### src/rtl/timer_periph_pkg.sv
// Shared constants for the timer peripheral: register offsets, TCON bit positions
// and the offset decoder used by both the RTL and CPU-side driver code.
package timer_periph_pkg;

  localparam logic [31:0] OFF_TH      = 32'h0000_0000;
  localparam logic [31:0] OFF_TL      = 32'h0000_0004;
  localparam logic [31:0] OFF_TCON    = 32'h0000_0008;
  localparam logic [31:0] OFF_SYSTICK = 32'h0000_0014;

  localparam int TCON_EN = 0;
  localparam int TCON_IE = 1;
  localparam int TCON_IS = 2;
  localparam int TCON_W  = 3;

  typedef enum logic [2:0] {
    REG_NONE,
    REG_TH,
    REG_TL,
    REG_TCON,
    REG_SYSTICK
  } reg_sel_e;

  // Takes a word offset (byte offset >> 2) so byte-lane bits never matter.
  function automatic reg_sel_e decode_offset(input logic [29:0] word_off);
    reg_sel_e sel;
    sel = REG_NONE;
    if (word_off == OFF_TH[31:2])           sel = REG_TH;
    else if (word_off == OFF_TL[31:2])      sel = REG_TL;
    else if (word_off == OFF_TCON[31:2])    sel = REG_TCON;
    else if (word_off == OFF_SYSTICK[31:2]) sel = REG_SYSTICK;
    return sel;
  endfunction

endpackage

### src/rtl/timer_core.sv
// Reload timer: TH/TL/TCON registers with overflow reload and sticky interrupt status.
module timer_core
  import timer_periph_pkg::*;
(
  input  logic              clk,
  input  logic              reset,
  input  logic              th_we,
  input  logic              tl_we,
  input  logic              tcon_we,
  input  logic [31:0]       wdata,
  output logic [31:0]       th,
  output logic [31:0]       tl,
  output logic [TCON_W-1:0] tcon,
  output logic              irq
);

  logic [31:0]       th_q, th_d;
  logic [31:0]       tl_q, tl_d;
  logic [TCON_W-1:0] tcon_q, tcon_d;
  logic              tl_at_max;
  logic              overflow;

  assign tl_at_max = (tl_q == 32'hFFFF_FFFF);
  // A CPU write to TL pre-empts both the reload and the status set for that cycle.
  assign overflow  = tcon_q[TCON_EN] && tl_at_max && !tl_we;

  always_comb begin
    th_d   = th_q;
    tl_d   = tl_q;
    tcon_d = tcon_q;

    if (th_we) th_d = wdata;

    if (tl_we)                tl_d = wdata;
    else if (tcon_q[TCON_EN]) tl_d = tl_at_max ? th_q : tl_q + 32'd1;

    if (tcon_we) tcon_d = wdata[TCON_W-1:0];
    // Hardware set beats a simultaneous software clear of the status bit.
    if (overflow && tcon_q[TCON_IE]) tcon_d[TCON_IS] = 1'b1;
  end

  always_ff @(posedge clk) begin
    if (reset) begin
      th_q   <= '0;
      tl_q   <= '0;
      tcon_q <= '0;
    end else begin
      th_q   <= th_d;
      tl_q   <= tl_d;
      tcon_q <= tcon_d;
    end
  end

  assign th   = th_q;
  assign tl   = tl_q;
  assign tcon = tcon_q;
  assign irq  = tcon_q[TCON_IS] & tcon_q[TCON_IE];

endmodule

### src/rtl/timer_periph.sv
// Memory-mapped timer peripheral: address decode, free-running SYSTICK and the
// zero-latency read mux around timer_core.
module timer_periph
  import timer_periph_pkg::*;
#(
  parameter logic [31:0] BASE_ADDR = 32'h4000_0000
) (
  input  logic        clk,
  input  logic        reset,
  input  logic        rd,
  input  logic        wr,
  input  logic [31:0] addr,
  input  logic [31:0] wdata,
  output logic [31:0] rdata,
  output logic        irqout
);

  logic [31:0]       offset;
  reg_sel_e          sel;
  logic              unused_addr_bits;
  logic [31:0]       systick_q, systick_d;
  logic [31:0]       th, tl;
  logic [TCON_W-1:0] tcon;
  logic              th_we, tl_we, tcon_we;

  assign offset           = addr - BASE_ADDR;
  assign sel              = decode_offset(offset[31:2]);
  assign unused_addr_bits = ^offset[1:0];

  assign th_we   = wr && (sel == REG_TH);
  assign tl_we   = wr && (sel == REG_TL);
  assign tcon_we = wr && (sel == REG_TCON);

  assign systick_d = systick_q + 32'd1;

  always_ff @(posedge clk) begin
    if (reset) systick_q <= '0;
    else       systick_q <= systick_d;
  end

  timer_core u_core (
    .clk     (clk),
    .reset   (reset),
    .th_we   (th_we),
    .tl_we   (tl_we),
    .tcon_we (tcon_we),
    .wdata   (wdata),
    .th      (th),
    .tl      (tl),
    .tcon    (tcon),
    .irq     (irqout)
  );

  // Reads see register state before any same-cycle write lands.
  always_comb begin
    rdata = '0;
    if (rd) begin
      case (sel)
        REG_TH:      rdata = th;
        REG_TL:      rdata = tl;
        REG_TCON:    rdata = {{(32-TCON_W){1'b0}}, tcon};
        REG_SYSTICK: rdata = systick_q;
        default:     rdata = '0;
      endcase
    end
  end

endmodule

### config.mk
export PLATFORM = sky130hd
export DESIGN_NAME = timer_periph
export DESIGN_NICKNAME = d
export VERILOG_FILES = /design/src/rtl/timer_periph_pkg.sv /design/src/rtl/timer_core.sv /design/src/rtl/timer_periph.sv
export SDC_FILE = /design/constraint.sdc
export NUM_CORES = 1
export LEC_CHECK = 0
export CAP_MARGIN = 5
export CELL_PAD_IN_SITES_DETAIL_PLACEMENT = 0
export CELL_PAD_IN_SITES_GLOBAL_PLACEMENT = 1
export CORE_MARGIN = 1.5
export CORE_UTILIZATION = 35
export DETAILED_ROUTE_END_ITERATION = 12
export PLACE_DENSITY_LB_ADDON = 0.1
export SLEW_MARGIN = 20
export SYNTH_ARGS = -nofsm -noshare
export SYNTH_HDL_FRONTEND = slang
export SYNTH_SLANG_ARGS = --single-unit
export TNS_END_PERCENT = 5
### constraint.sdc
create_clock -name clk -period 5.7 [get_ports clk]
set_clock_uncertainty 0.1 [all_clocks]
set_input_delay 0.57 -clock clk [delete_from_list [all_inputs] [get_ports clk]]
set_output_delay 0.57 -clock clk [all_outputs]
set_load 0.05 [all_outputs]
### After elaboration in Yosys (flattened, before gate mapping)

Index checks and enable logic that the tools add are counted.

| storage, ports and cells | value |
|---|---|
| memories | 0 |
| output and inout port bits | 33 |
| ROM bits | 0 |
| bits in latches | 0 |
| register bits after elaboration | 99 |
| memory bits (writable) | 0 |

| cells by class | value |
|---|---|
| shifts and indexed selects | 0 |
| reductions and logical operators | 10 |
| order comparisons | 0 |
| $mul | 0 |
| div/mod/pow operators | 0 |
| bitwise logic cells | 1 |
| equality and inequality tests | 8 |
| muxes and demuxes | 11 |
| add/sub/neg operators | 3 |

Operators with widths:

| kind | number |
|---|---|
| $mux W32 | 4 |
| $pmux W32 S4 | 1 |
| $add A32 B1 Y32 const B | 2 |
| $eq A32 B32 Y1 const B | 1 |
| $sub A32 B31 Y32 const B | 1 |
| $eq A30 B1 Y1 const B | 1 |
| $eq A30 B2 Y1 const B | 1 |
| $eq A30 B3 Y1 const B | 1 |
| $logic_not A30 Y1 | 1 |
| $mux W3 | 5 |
| $eq A3 B2 Y1 const B | 2 |
| $logic_and A1 B1 Y1 | 6 |
| $reduce_bool A2 Y1 | 2 |
| $eq A3 B1 Y1 const B | 1 |
| $eq A3 B3 Y1 const B | 1 |
| $and A1 B1 Y1 | 1 |
| $logic_not A1 Y1 | 1 |
| $mux W1 | 1 |

### Depth between registers and ports, before layout

| depth | value |
|---|---|
| depth after elaboration | 12 |
| depth in mapped cells | 10 |
| mapped depth without buffers | 7 |

### Cells and area by module

A second synthesis with hierarchy kept.

| unflattened totals | value |
|---|---|
| cells, all modules | 755 |
| area, all modules | 6,119.6 um2 |

Modules (own cells, without submodules):

| module | cells each | times used | area each (um2) |
|---|---|---|---|
| timer_core | 419 | 1 | 3,585.9 |
| timer_periph | 336 | 1 | 2,533.7 |

### Worst setup path after synthesis

OpenSTA, ideal clock, no wires.

| timing | value |
|---|---|
| path kind | input -> output |
| start point | input port addr[11] |
| end point | output port rdata[10] |
| cell stages on the path | 9 |
| data arrival time | 2,668 ps |
| buffers on the path | 3 |
| path slack | 2,362 ps |
| required time | 5,030 ps |
| cells stage by stage | nor4b_1 > and4_1 > and2_1 > buf_2 > and4_1 > clkbuf_1 > buf_2 > a22oi_1 > nor2_1 |

| between the ends | value |
|---|---|
| cells in the longest elaborated chain, start to end | 9 |
| elaborated cells between the ends (all ways) | 15 |
| those cells by class | 1 x add/sub; 7 x eq/ne; 6 x mux; 1 x reduce/logical |

Ends and longest elaborated chain:

| item | line | RTL |
|---|---|---|
| start, declared | timer_periph.sv:12 | `input logic [31:0] addr,` |
| $sub A32 B31 Y32 * | timer_periph.sv:26 | `assign offset = addr - BASE_ADDR;` |
| $eq A30 B3 Y1 | timer_periph_pkg.sv:30 | `else if (word_off == OFF_SYSTICK[31:2]) sel = REG_SYSTICK;` |
| $mux W3 | timer_periph_pkg.sv:30 |  |
| $mux W3 | timer_periph_pkg.sv:29 | `else if (word_off == OFF_TCON[31:2]) sel = REG_TCON;` |
| $mux W3 | timer_periph_pkg.sv:28 | `else if (word_off == OFF_TL[31:2]) sel = REG_TL;` |
| $mux W3 * | timer_periph_pkg.sv:27 | `if (word_off == OFF_TH[31:2]) sel = REG_TH;` |
| $eq A3 B3 Y1 (tied with other cells) | timer_periph.sv:58 | `case (sel)` |
| $pmux W32 S4 * | timer_periph.sv:58 |  |
| $mux W32 * | timer_periph.sv:57 | `if (rd) begin` |
| end, declared | timer_periph.sv:14 | `output logic [31:0] rdata,` |

Mark *: on every way between the ends. The rest lies on a longest branch, timed or not.

### Worst setup path after layout

| timing | value |
|---|---|
| start point | input port addr[6] |
| end point | output port rdata[11] |

The elaborated chain is that of the path after synthesis.

==> impl_metrics.toml <==
[outcome]
outcome = "completed"

[clocking]
clock-sinks = 99
post-cts-setup-buffers = 0
root_buffer = "clkbuf_16"
cts_made_buffers = 9
clock_latency_ps = 360
cts_tree = "built"
cts_hold_buffers = 0
cts_resized = 0
htreeDepth = 3
clock_path_buffers = 2
clk_pin_slew_ps = 70

[setup_path]
cp-end-kind = "output pin"
reg2reg_slack_ps = 2630
required_ps = 5030
crit_path_start_kind = "input pin"
worstPathArrival_ps = 3510
crit_type = "in2out"
path_max_fanout = 17

[synth]
synth_edf_count = 0
post-synth-top-area-fraction = 0.340
synth.area.top_cells = "dfxtp_1, nand2_1, nor2_1"
synth_top_flop_cell = "dfxtp_1"
avgSynthCellArea_sq_um = 7.49
synth_area_sq_um = 5840
yosys-top-cells-count = "nand2_1, nor2_1, dfxtp_1"
synth_seq_cells = 99
yosysMostFrequentCell = "nand2_1"
syn_nets = 849
ys_types = 65
yosysTopAreaCell = "dfxtp_1"
yosysSeqAreaShare = 0.340
ys_async_sr_fraction = 0
synthesis.instances = 779
ys_warn_count = 0

[timing]
hold_ws_ps = 377
fin_setup_tns_ps = 0
fin_crit_ps = 4180
rsz0062_at_grt = "false"
worstMarginPinSlew_ps = 1160
maxSlewViolCount = 0
fmax_mhz = 239
setup_viol = 0
slew_headroom = 0.230
finalHoldViolations = 0
min_period_over_period = 0.733

[global_routing]
gr-total-overflow = 0
grt_max_degree = 56
grtUsageTotal = 0.227
grt_pass1_vias = 5545
antenna_found_initial = 0
grt_pass1_wl_um = 31300

[die]
die_x_um = 132
dieArea_sq_um = 17500
die_height_um = 132
core.rowCount = 47
ios = 101
coreArea_sq_um = 16400
start_util = 0.356

[place]
io_buffers = 98
placed_area_sq_um = 6840
dpl.hpwl_um = 13600
gp_routability_congestion = 0.899

[detailed_routing]
drc_errors = 0
met1_length_um = 9720
firstDrtPassIters = 5
routed_wl_um = 19600
topRoutingLayerUsed = "met4"
dr_wl_met2_um = 8620
drt-wirelength-per-cell_um = 18.4
wl_met3_um = 961
vias = 5953
drt_iter0_drc = 453
antenna_left = 0
via_per_inst = 5.61

[finish]
layout-drive-gt1-share = 0.0914
areaGrowthSynthToFinish_pct = 23.0
nets = 907
stdcell_area_sq_um = 7180
insertedDiodeCount = 0
regArea_sq_um = 1980
multiInputGateArea_sq_um = 3580
nFillCells = 1662

[job]
maxCapViolCount = 0

[power_and_ir_drop]
pwr-share-comb = 0.055
p_int_uw = 1140
p_leak_uw = 0.00227
p_per_area_nw_per_um2 = 206
switching_share = 0.227
pwr-share-clk = 0.473
peakVddDrop_mv = 0.151
sequentialPowerShare = 0.472
switchingPower_uw = 336

[min_path]
hold_path.class = "reg2reg"
cell families after synthesis:
| kind of cell | share of synthesized area |
|---|---|
| and+or+nand+nor | 0.290 |
| AOI/OAI and AO/OA | 0.240 |
| DFF | 0.340 |
| buffers and inverters | 0.0508 |
| xor gates and xnor gates | 0.0585 |
| muxes | 0.0174 |
| adders and majority gates | 0.00429 |
cell usage in the layout (no fill, tap or decap), types with 10 or more instances in the layout:
master,count
o21ai_0,17
a22oi_1,29
inv_1,10
nand4_1,19
nand3_1,25
nand2_1,124
buf_4,42
and3_1,12
nor4_1,14
xnor2_1,22
dfxtp_1,99
nor3_1,18
a21oi_1,65
clkdlybuf4s50_1,65
o211ai_1,11
xor2_1,17
a22o_1,29
or3_1,11
nor2_1,101
sequential cells by signal, indices dropped and copies added, names as in the netlist:
register / cells
systick_q: 32
u_core.tl: 32
u_core.th: 32
u_core.tcon: 3
final cells by class:
class                      count  area share
multi-input combinational    609       0.498
timing repair buffer         108       0.135
clock buffer                  10      0.0333
inverter                      10     0.00523
sequential                    99       0.276
tap                          220      0.0384
clock inverter                 6      0.0132
per-stage QoR:
step,instances,total power (uW),setup WS (ps),util
after floorplan,779,736,2360,-
after global placement,1046,795,1450,0.417
after detailed placement,1046,796,1480,0.417
after CTS,1062,1490,1520,0.437
after global routing,1062,1530,1330,0.437
final,1062,1480,1520,0.437
per-layer routing:
metal,track usage,up-vias
li1,-,2930
met3,0.0346,18
met5,0,-
met4,0.0660,0
met1,0.329,2831
met2,0.347,174
power groups by stage:
stage                     clock network [uW]  registers, uW  logic, uW
after floorplan                            0            713       22.6
after global placement                     0            714       80.1
after detailed placement                   0            715       81.3
after CTS                                715            698       81.8
after global routing                     743            699       88.1
final                                    699            698       81.2
worst max-delay path, cell delays in order:
cell             delay, ps
clkdlybuf4s50_1        390
nor4_1                 480
nand2b_1               220
nor4_4                 780
buf_4                  400
a22o_1                 240
a22oi_1                 80
nor2_1                 130
buf_4                  210
final timing paths:
check / from / cells after the start / endpoint
max reg2reg: u_core.tl[18] / 6 / u_core.tl[9]
min: u_core.th[1] / 2 / u_core.th[1]
min reg2reg: u_core.th[1] / 2 / u_core.th[1]
max: addr[6] / 9 / rdata[11]
Note: power is estimated with default switching activity, not from simulation.
